<file path="src/rtl/ysyx_22050058_stage_buf.sv">
// ysyx_22050058_stage_buf
// Valid/ready pipeline stage buffer carrying {pc, dnpc, inst, side} between
// two core pipeline stages. With SKID=1 it holds two entries (main = head,
// skid = overflow) and in_ready is a register, so out_ready never reaches
// in_ready combinationally. With SKID=0 it holds one entry and in_ready is
// !out_valid | out_ready. An empty buffer presents a NOP bubble payload.
//
// Ports:
//   clk, rst            clock; asynchronous active-low reset
//   in_valid/in_ready   upstream handshake
//   in_pc/in_dnpc/in_inst/in_side    upstream payload
//   out_valid/out_ready downstream handshake
//   out_pc/out_dnpc/out_inst/out_side head payload (bubble when empty)
//   flush               synchronous kill of held and incoming entries
//   occupancy           number of held entries (0..2)
//   stall_cnt           saturating count of cycles with out_valid & !out_ready

module ysyx_22050058_stage_buf #(
   parameter int          ADDR_W   = 64,
   parameter int          INST_W   = 32,
   parameter int          SIDE_W   = 1,
   parameter bit          SKID     = 1'b1,
   parameter logic [63:0] RST_PC   = 64'h8000_0000,
   parameter logic [31:0] NOP_INST = 32'h0000_0013,
   parameter int          CNT_W    = 32
) (
   input  logic              clk,
   input  logic              rst,
   input  logic              in_valid,
   output logic              in_ready,
   input  logic [ADDR_W-1:0] in_pc,
   input  logic [ADDR_W-1:0] in_dnpc,
   input  logic [INST_W-1:0] in_inst,
   input  logic [SIDE_W-1:0] in_side,
   output logic              out_valid,
   input  logic              out_ready,
   output logic [ADDR_W-1:0] out_pc,
   output logic [ADDR_W-1:0] out_dnpc,
   output logic [INST_W-1:0] out_inst,
   output logic [SIDE_W-1:0] out_side,
   input  logic              flush,
   output logic [1:0]        occupancy,
   output logic [CNT_W-1:0]  stall_cnt
);

   localparam int PW = 2*ADDR_W + INST_W + SIDE_W;
   localparam logic [PW-1:0] BUBBLE = {{ADDR_W{1'b0}}, ADDR_W'(RST_PC),
                                       INST_W'(NOP_INST), {SIDE_W{1'b0}}};

   logic          in_fire;
   logic          out_fire;
   logic [PW-1:0] in_data;
   logic [PW-1:0] head;

   assign in_fire  = in_valid & in_ready;
   assign out_fire = out_valid & out_ready;
   assign in_data  = {in_pc, in_dnpc, in_inst, in_side};
   assign {out_pc, out_dnpc, out_inst, out_side} = head;

   generate
      if (SKID) begin : g_skid
         logic          main_valid;
         logic          skid_valid;
         logic          ready_q;
         logic [PW-1:0] main_q;
         logic [PW-1:0] skid_q;

         // The main register is reloaded with the bubble whenever it empties,
         // so the outputs come straight from flops in every state.
         // in_ready is low exactly while skid is full, hence in_fire can never
         // coincide with a skid->main move.
         always_ff @(posedge clk or negedge rst) begin
            if (!rst) begin
               main_valid <= 1'b0;
               main_q     <= BUBBLE;
               skid_valid <= 1'b0;
               skid_q     <= BUBBLE;
               ready_q    <= 1'b1;
            end else if (flush) begin
               main_valid <= 1'b0;
               main_q     <= BUBBLE;
               skid_valid <= 1'b0;
               ready_q    <= 1'b1;
            end else if (!main_valid || out_fire) begin
               ready_q <= 1'b1;
               if (skid_valid) begin
                  main_valid <= 1'b1;
                  main_q     <= skid_q;
                  skid_valid <= 1'b0;
               end else if (in_fire) begin
                  main_valid <= 1'b1;
                  main_q     <= in_data;
               end else begin
                  main_valid <= 1'b0;
                  main_q     <= BUBBLE;
               end
            end else if (in_fire) begin
               skid_valid <= 1'b1;
               skid_q     <= in_data;
               ready_q    <= 1'b0;
            end
         end

         assign in_ready  = ready_q;
         assign out_valid = main_valid;
         assign head      = main_q;
         // skid is only ever occupied behind a valid main entry
         assign occupancy = {skid_valid, main_valid & ~skid_valid};
      end else begin : g_single
         logic          valid_q;
         logic [PW-1:0] data_q;

         always_ff @(posedge clk or negedge rst) begin
            if (!rst) begin
               valid_q <= 1'b0;
               data_q  <= BUBBLE;
            end else if (flush) begin
               valid_q <= 1'b0;
               data_q  <= BUBBLE;
            end else if (in_fire) begin
               valid_q <= 1'b1;
               data_q  <= in_data;
            end else if (out_fire) begin
               valid_q <= 1'b0;
               data_q  <= BUBBLE;
            end
         end

         assign in_ready  = ~valid_q | out_ready;
         assign out_valid = valid_q;
         assign head      = data_q;
         assign occupancy = {1'b0, valid_q};
      end
   endgenerate

   always_ff @(posedge clk or negedge rst) begin
      if (!rst) begin
         stall_cnt <= '0;
      end else if (out_valid && !out_ready && (stall_cnt != {CNT_W{1'b1}})) begin
         stall_cnt <= stall_cnt + CNT_W'(1);
      end
   end

endmodule

</file>
<file path="config.mk">
export PLATFORM = sky130hd
export DESIGN_NAME = ysyx_22050058_stage_buf
export DESIGN_NICKNAME = d
export VERILOG_FILES = /design/src/rtl/ysyx_22050058_stage_buf.sv
export SDC_FILE = /design/constraint.sdc
export NUM_CORES = 1
export LEC_CHECK = 0
export BUFFER_PORTS_ARGS = -buffer_cell sky130_fd_sc_hd__buf_2
export CAP_MARGIN = 20
export CORE_ASPECT_RATIO = 1.25
export CORE_UTILIZATION = 50
export CTS_CLUSTER_DIAMETER = 40
export DETAILED_ROUTE_END_ITERATION = 6
export HOLD_SLACK_MARGIN = 0.03
export PLACE_DENSITY = 0.83
export SYNTH_ARGS = -nofsm -noshare
export SYNTH_HDL_FRONTEND = slang
export SYNTH_SLANG_ARGS = --single-unit
</file>
<file path="constraint.sdc">
create_clock -name clk -period 6.2 [get_ports clk]
set_input_delay 0.93 -clock clk [delete_from_list [all_inputs] [get_ports clk]]
set_output_delay 0.93 -clock clk [all_outputs]
set_load 0.1 [all_outputs]
</file>
### Word-level counts from Yosys, hierarchy flattened

Index checks and enable logic that the tools add are counted.
W data, S select, Z words.

* bits of input ports: 166
* output and inout port bits: 197
* register bits: 357
* word-level logic and storage cells: 36

* bitwise operators: 6
* multiplexer cells: 14
* reduce and logical (&&, ||, !) cells: 8
* equal/unequal tests: 1
* add/sub/neg operators: 1

Operators with widths (number)
* $mux W161: 4
* $add A32 B1 Y32 const B: 1
* $ne A32 B32 Y1 const B: 1
* $mux W1: 10
* $and A1 B1 Y1: 3
* $not A1 Y1: 3
* $reduce_and A3 Y1: 1
* $reduce_bool A3 Y1: 1
* $logic_and A1 B1 Y1: 2
* $logic_not A1 Y1: 2
* $reduce_bool A2 Y1: 1
* $logic_or A1 B1 Y1: 1

### Logic depth before layout (Yosys ltp)

* depth in word-level cells: 5
* mapped depth: 7
* gate-level depth less buffers: 6

### Worst setup path before layout

No wires, ideal clock.

* path type: register to output
* from: reg g_skid.main_valid (netlist: out_valid)
* to: out occupancy[0]
* data required time: 5.270 ns
* arrival: 2.372 ns
* path buffers: 0
* path slack: 2.898 ns
* cell stages (with the launch flop): 2
* path through: dfrtp_1 nor2b_1

* word-level cells in the longest chain between the ends: 1

Ends and longest elaborated chain
* start: declaration: line 62 `logic main_valid;`
* start signal: assignment: line 74 `main_valid <= 1'b0;`
* start signal: assignment: line 80 `main_valid <= 1'b0;`
* start signal: assignment: line 87 `main_valid <= 1'b1;`
* $and A1 B1 Y1: line 108 `assign occupancy = {skid_valid, main_valid & ~skid_valid};`
* end: declaration: line 42 `output logic [1:0] occupancy,`

Every way passes these cells.

### Final worst setup path

* from: reg g_skid.skid_valid
* to: reg g_skid.main_q[19]

* word-level cells in the longest chain between the ends: 3

Ends and longest elaborated chain
* start: declaration: line 63 `logic skid_valid;`
* start signal: assignment: line 76 `skid_valid <= 1'b0;`
* start signal: assignment: line 82 `skid_valid <= 1'b0;`
* start signal: assignment: line 89 `skid_valid <= 1'b0;`
* $mux W161: line 86 `if (skid_valid) begin`
* $mux W161: line 84 `end else if (!main_valid || out_fire) begin`
* $mux W161: line 79 `end else if (flush) begin`
* end signal: assignment: line 88 `main_q <= skid_q;`
* end signal: assignment: line 92 `main_q <= in_data;`
* end: declaration: line 65 `logic [PW-1:0] main_q;`

Every way passes these cells. The select of a mux whose other input is x is not followed.
A chain may end at the register's enable or synchronous reset.

==> summary.md <==
The path type of the worst setup path is reg2reg. The H-tree depth reported by CTS was 2; the number of cells upsized or downsized after cts was 0. The tool flagged a number of max-cap violations equal to 0. The first-pass GRT wire length is 63300 µm, and the yosys synthesis warning count is 0. After routing, the total negative slack on setup checks comes to 0 ns. Clock tree synthesis inserted a total of 40 buffers. The count of cells in the finished layout, fillers not included, comes to 1976.

The via count is 11700. The initial core utilization was 0.508. The worst register-to-register path begins at g_skid.skid_valid. In this run the vertical extent of the chip is 195 µm.

The final hold slack came out at 0.492 ns. The synthesized net count is 1402, and the share of the synthesized area in the top cell type is 0.586. The run gives 0 as the setup-violating endpoint count in the final report.

Prior to clock tree synthesis, the placed netlist has a worst setup slack of 2.79 ns. In this run the tool buffered the top-level ports with 362 buffer cells. The logs give 11800 for the via count of the first global-routing pass and 0 for the post-route DRC violation count.

In this run, post-CTS hold repair placed 0 buffers. TritonCTS built the clock tree. Data on the critical path arrives at its endpoint at 3.53 ns. For the data required time of the critical path, the log shows 6.61 ns. For flop-to-flop paths, the worst setup slack is 3.08 ns. In this run the cell area measured after placement is 16900 µm². The run gives 357 as the number of sinks on the clock net. The chip width was 156 µm. Clock tree synthesis selected as its root buffer the cell sky130_fd_sc_hd__clkbuf_16. The region available for standard cell placement spans 29300 µm². For the final-report hold violation count, the log shows 0.

The worst setup path is captured at a register. For the number of optimization iterations in the first detailed-route pass, the log shows 6. After floorplanning, the core was divided into 70 placement rows.

The share of the cycle needed by the critical path after routing was 0.503. The number of cells on the worst reg-to-reg path is 5. In this run the deepest clock path goes through 3 buffers.

Combined area of all synthesized cells: 14900 µm². Fraction of final layout cells with drive strength greater than 1: 0.395. The design draws 6.55 mW. After detailed routing, the average wire length per cell comes to 20.1 µm.

The run finished with clean final reports. The run gives 0 as the total count of max-transition violations in the final report. The number of setup buffers added after CTS is 0. Yosys attributes the largest share of cell area to sky130_fd_sc_hd__dfrtp_1 59%, sky130_fd_sc_hd__mux2_2 12%, sky130_fd_sc_hd__a221oi_1 9.3%. For the pin with the worst max-slew slack, the measured transition is 1.07 ns. At the end of routability-driven placement, the weighted congestion stood at 0.868.

The logs give 9 for the number of antenna violations at the first check in global routing and 18200 µm² for the final cell area excluding filler cells. The end of the worst register-to-register path was g_skid.main_q[19]. Setup repair after global routing left no endpoint under its margin.

IR analysis of the VDD net gives a maximum drop of 374 µV. The tools report the cell count after synthesis as 1235. Relative to the synthesized area, the layout overhead comes to 22.4%. The minimum period implied by the final worst setup slack is 3.12 ns, and the static power due to leakage is 8.82 nW. Layout filler cell count: 2333. The violation count after the first detailed-route iteration was 979; the normalized max-slew margin was 0.285. After clock tree synthesis, the clock-pin slew on the worst setup and hold paths is 0.06 ns. The flip-flop and latch count after synthesis was 357.

Pin placement for this block handled 363 I/O pins. The most common library cell in the layout ignoring fill and taps is sky130_fd_sc_hd__buf_2. After global routing the overflow that remains totals 0. The die covers 30400 µm². In this run the remaining antenna-violating nets after routing total 0. The biggest fanout along the worst timing path was 64. The min-delay analysis places its worst path in the category in2async. Using the TritonRoute via totals, the vias-per-cell ratio works out to 5.92. The final net count came out at 1712.

In this run, placement finished with an instance count of 1899. The largest area contributor in the synthesized netlist was sky130_fd_sc_hd__dfrtp_1. The post-layout utilization of the core was 0.621; the largest net degree at the start of global routing was 172.

Power spread over the standard cell area amounts to 360 nW/µm². The distinct cell type count of the synthesized netlist came out at 39. The top cell types in the final layout, fill and taps aside, are 360 x sky130_fd_sc_hd__buf_2, 347 x sky130_fd_sc_hd__dfrtp_1, 165 x sky130_fd_sc_hd__nor3_1, 162 x sky130_fd_sc_hd__nor2_1, 162 x sky130_fd_sc_hd__mux2_2. The run gives 3.08 ns as the final worst setup slack.

The estimated wirelength of the detail-placed design is 24800 µm, and the clock skew is 0.0130 ns. Wires add up to 39800 µm. The element type at the critical path start is a register. The logs give 0.602 for the sequential cell area fraction in the yosys report and 0.321 GHz for the top achievable clock speed.

The later pin in the worst-skew pair is clocked with a latency of 0.51 ns. The tools report the global-route usage over all layers as 0.262. In this run the mean area of a mapped cell was 12.0 µm².
per-layer routing:
layer  track usage  part of all wire
met5             0                 0
met3        0.0644             0.076
met4         0.125             0.043
met1         0.332              0.39
met2         0.420              0.49
worst max-delay path, stage by stage, from the launching register on:
cell and delay (ns):
sky130_fd_sc_hd__dfrtp_4 0.68, sky130_fd_sc_hd__buf_4 0.43, sky130_fd_sc_hd__nor2_4 0.67, sky130_fd_sc_hd__buf_4 0.72
sky130_fd_sc_hd__a221oi_1 0.19, sky130_fd_sc_hd__nor3_1 0.25
power breakdown:
part	internal, mW	total, mW	switching, mW
logic	0.400	1.39	0.988
clock network	1.32	2.26	0.933
registers	2.70	2.90	0.209
final cells by class:
type,count,area [µm²],area share
Antenna cell,9,22.5,0.00124
Clock inverter,14,133,0.00730
Clock buffer,54,1120,0.0619
Inverter,3,11.3,0.000620
Tap cell,396,495,0.0273
Multi-Input combinational cell,766,5490,0.302
Timing Repair Buffer,377,1950,0.107
Sequential cell,357,8950,0.492
registers in the layout, indices dropped and copies added (netlist names):
register and flops:
g_skid.main_q 161, g_skid.skid_q 161, g_skid.skid_valid 1, in_ready 1, out_valid 1, stall_cnt 32
worst max-delay path by stage:
stage                            from                  to  slack, ns  cells after the start
CTS                 g_skid.skid_valid   g_skid.main_q[19]       3.10                      5
finish              g_skid.skid_valid   g_skid.main_q[19]       3.08                      5
detailed placement          out_ready  g_skid.skid_q[111]       2.79                      7
global placement            out_ready   g_skid.skid_q[92]       2.81                      7
global route        g_skid.skid_valid  g_skid.main_q[154]       2.93                      5
floorplan                   out_valid        occupancy[0]       2.90                      1
cells by family (layout without fill, tap and decap cells):
| family | after synthesis | count (layout) | synth area share |
|---|---|---|---|
| simple gates | 400 | 400 | 0.125 |
| fa+ha+maj | 1 | 1 | 0.000842 |
| other cells | 0 | 9 | 0 |
| xor+xnor | 30 | 30 | 0.0177 |
| buf+inv | 112 | 448 | 0.0302 |
| flops | 357 | 357 | 0.602 |
| mux | 166 | 166 | 0.126 |
| compound gates | 169 | 169 | 0.0985 |
Yosys cell counts:
cell type / number
sky130_fd_sc_hd__o41a_4: 1
sky130_fd_sc_hd__dfrtp_1: 348
sky130_fd_sc_hd__nand2_1: 25
sky130_fd_sc_hd__clkbuf_1: 91
sky130_fd_sc_hd__nand4_1: 11
sky130_fd_sc_hd__nor3_1: 165
sky130_fd_sc_hd__buf_6: 1
sky130_fd_sc_hd__nor2b_1: 2
sky130_fd_sc_hd__a221oi_1: 157
sky130_fd_sc_hd__nand4_2: 2
sky130_fd_sc_hd__a31oi_1: 1
sky130_fd_sc_hd__ha_1: 1
sky130_fd_sc_hd__mux2_2: 162
sky130_fd_sc_hd__buf_1: 2
sky130_fd_sc_hd__and4_1: 3
sky130_fd_sc_hd__or3_1: 1
sky130_fd_sc_hd__nand3_1: 7
sky130_fd_sc_hd__and3_1: 6
sky130_fd_sc_hd__xnor2_1: 19
sky130_fd_sc_hd__nor3b_1: 1
sky130_fd_sc_hd__mux2i_1: 4
sky130_fd_sc_hd__xor2_1: 11
sky130_fd_sc_hd__nor4_2: 1
sky130_fd_sc_hd__nor2_1: 164
sky130_fd_sc_hd__and3b_1: 1
sky130_fd_sc_hd__a21oi_1: 3
sky130_fd_sc_hd__inv_1: 3
sky130_fd_sc_hd__and2_1: 1
sky130_fd_sc_hd__o31a_1: 1
sky130_fd_sc_hd__buf_4: 1
sky130_fd_sc_hd__nand2b_1: 2
sky130_fd_sc_hd__o2111ai_1: 1
sky130_fd_sc_hd__nand3_2: 2
sky130_fd_sc_hd__o21ai_0: 4
sky130_fd_sc_hd__or4_4: 1
sky130_fd_sc_hd__a21o_1: 1
sky130_fd_sc_hd__nor4_1: 5
sky130_fd_sc_hd__dfstp_2: 9
sky130_fd_sc_hd__buf_2: 14
Power figures use the tool's default switching activity.
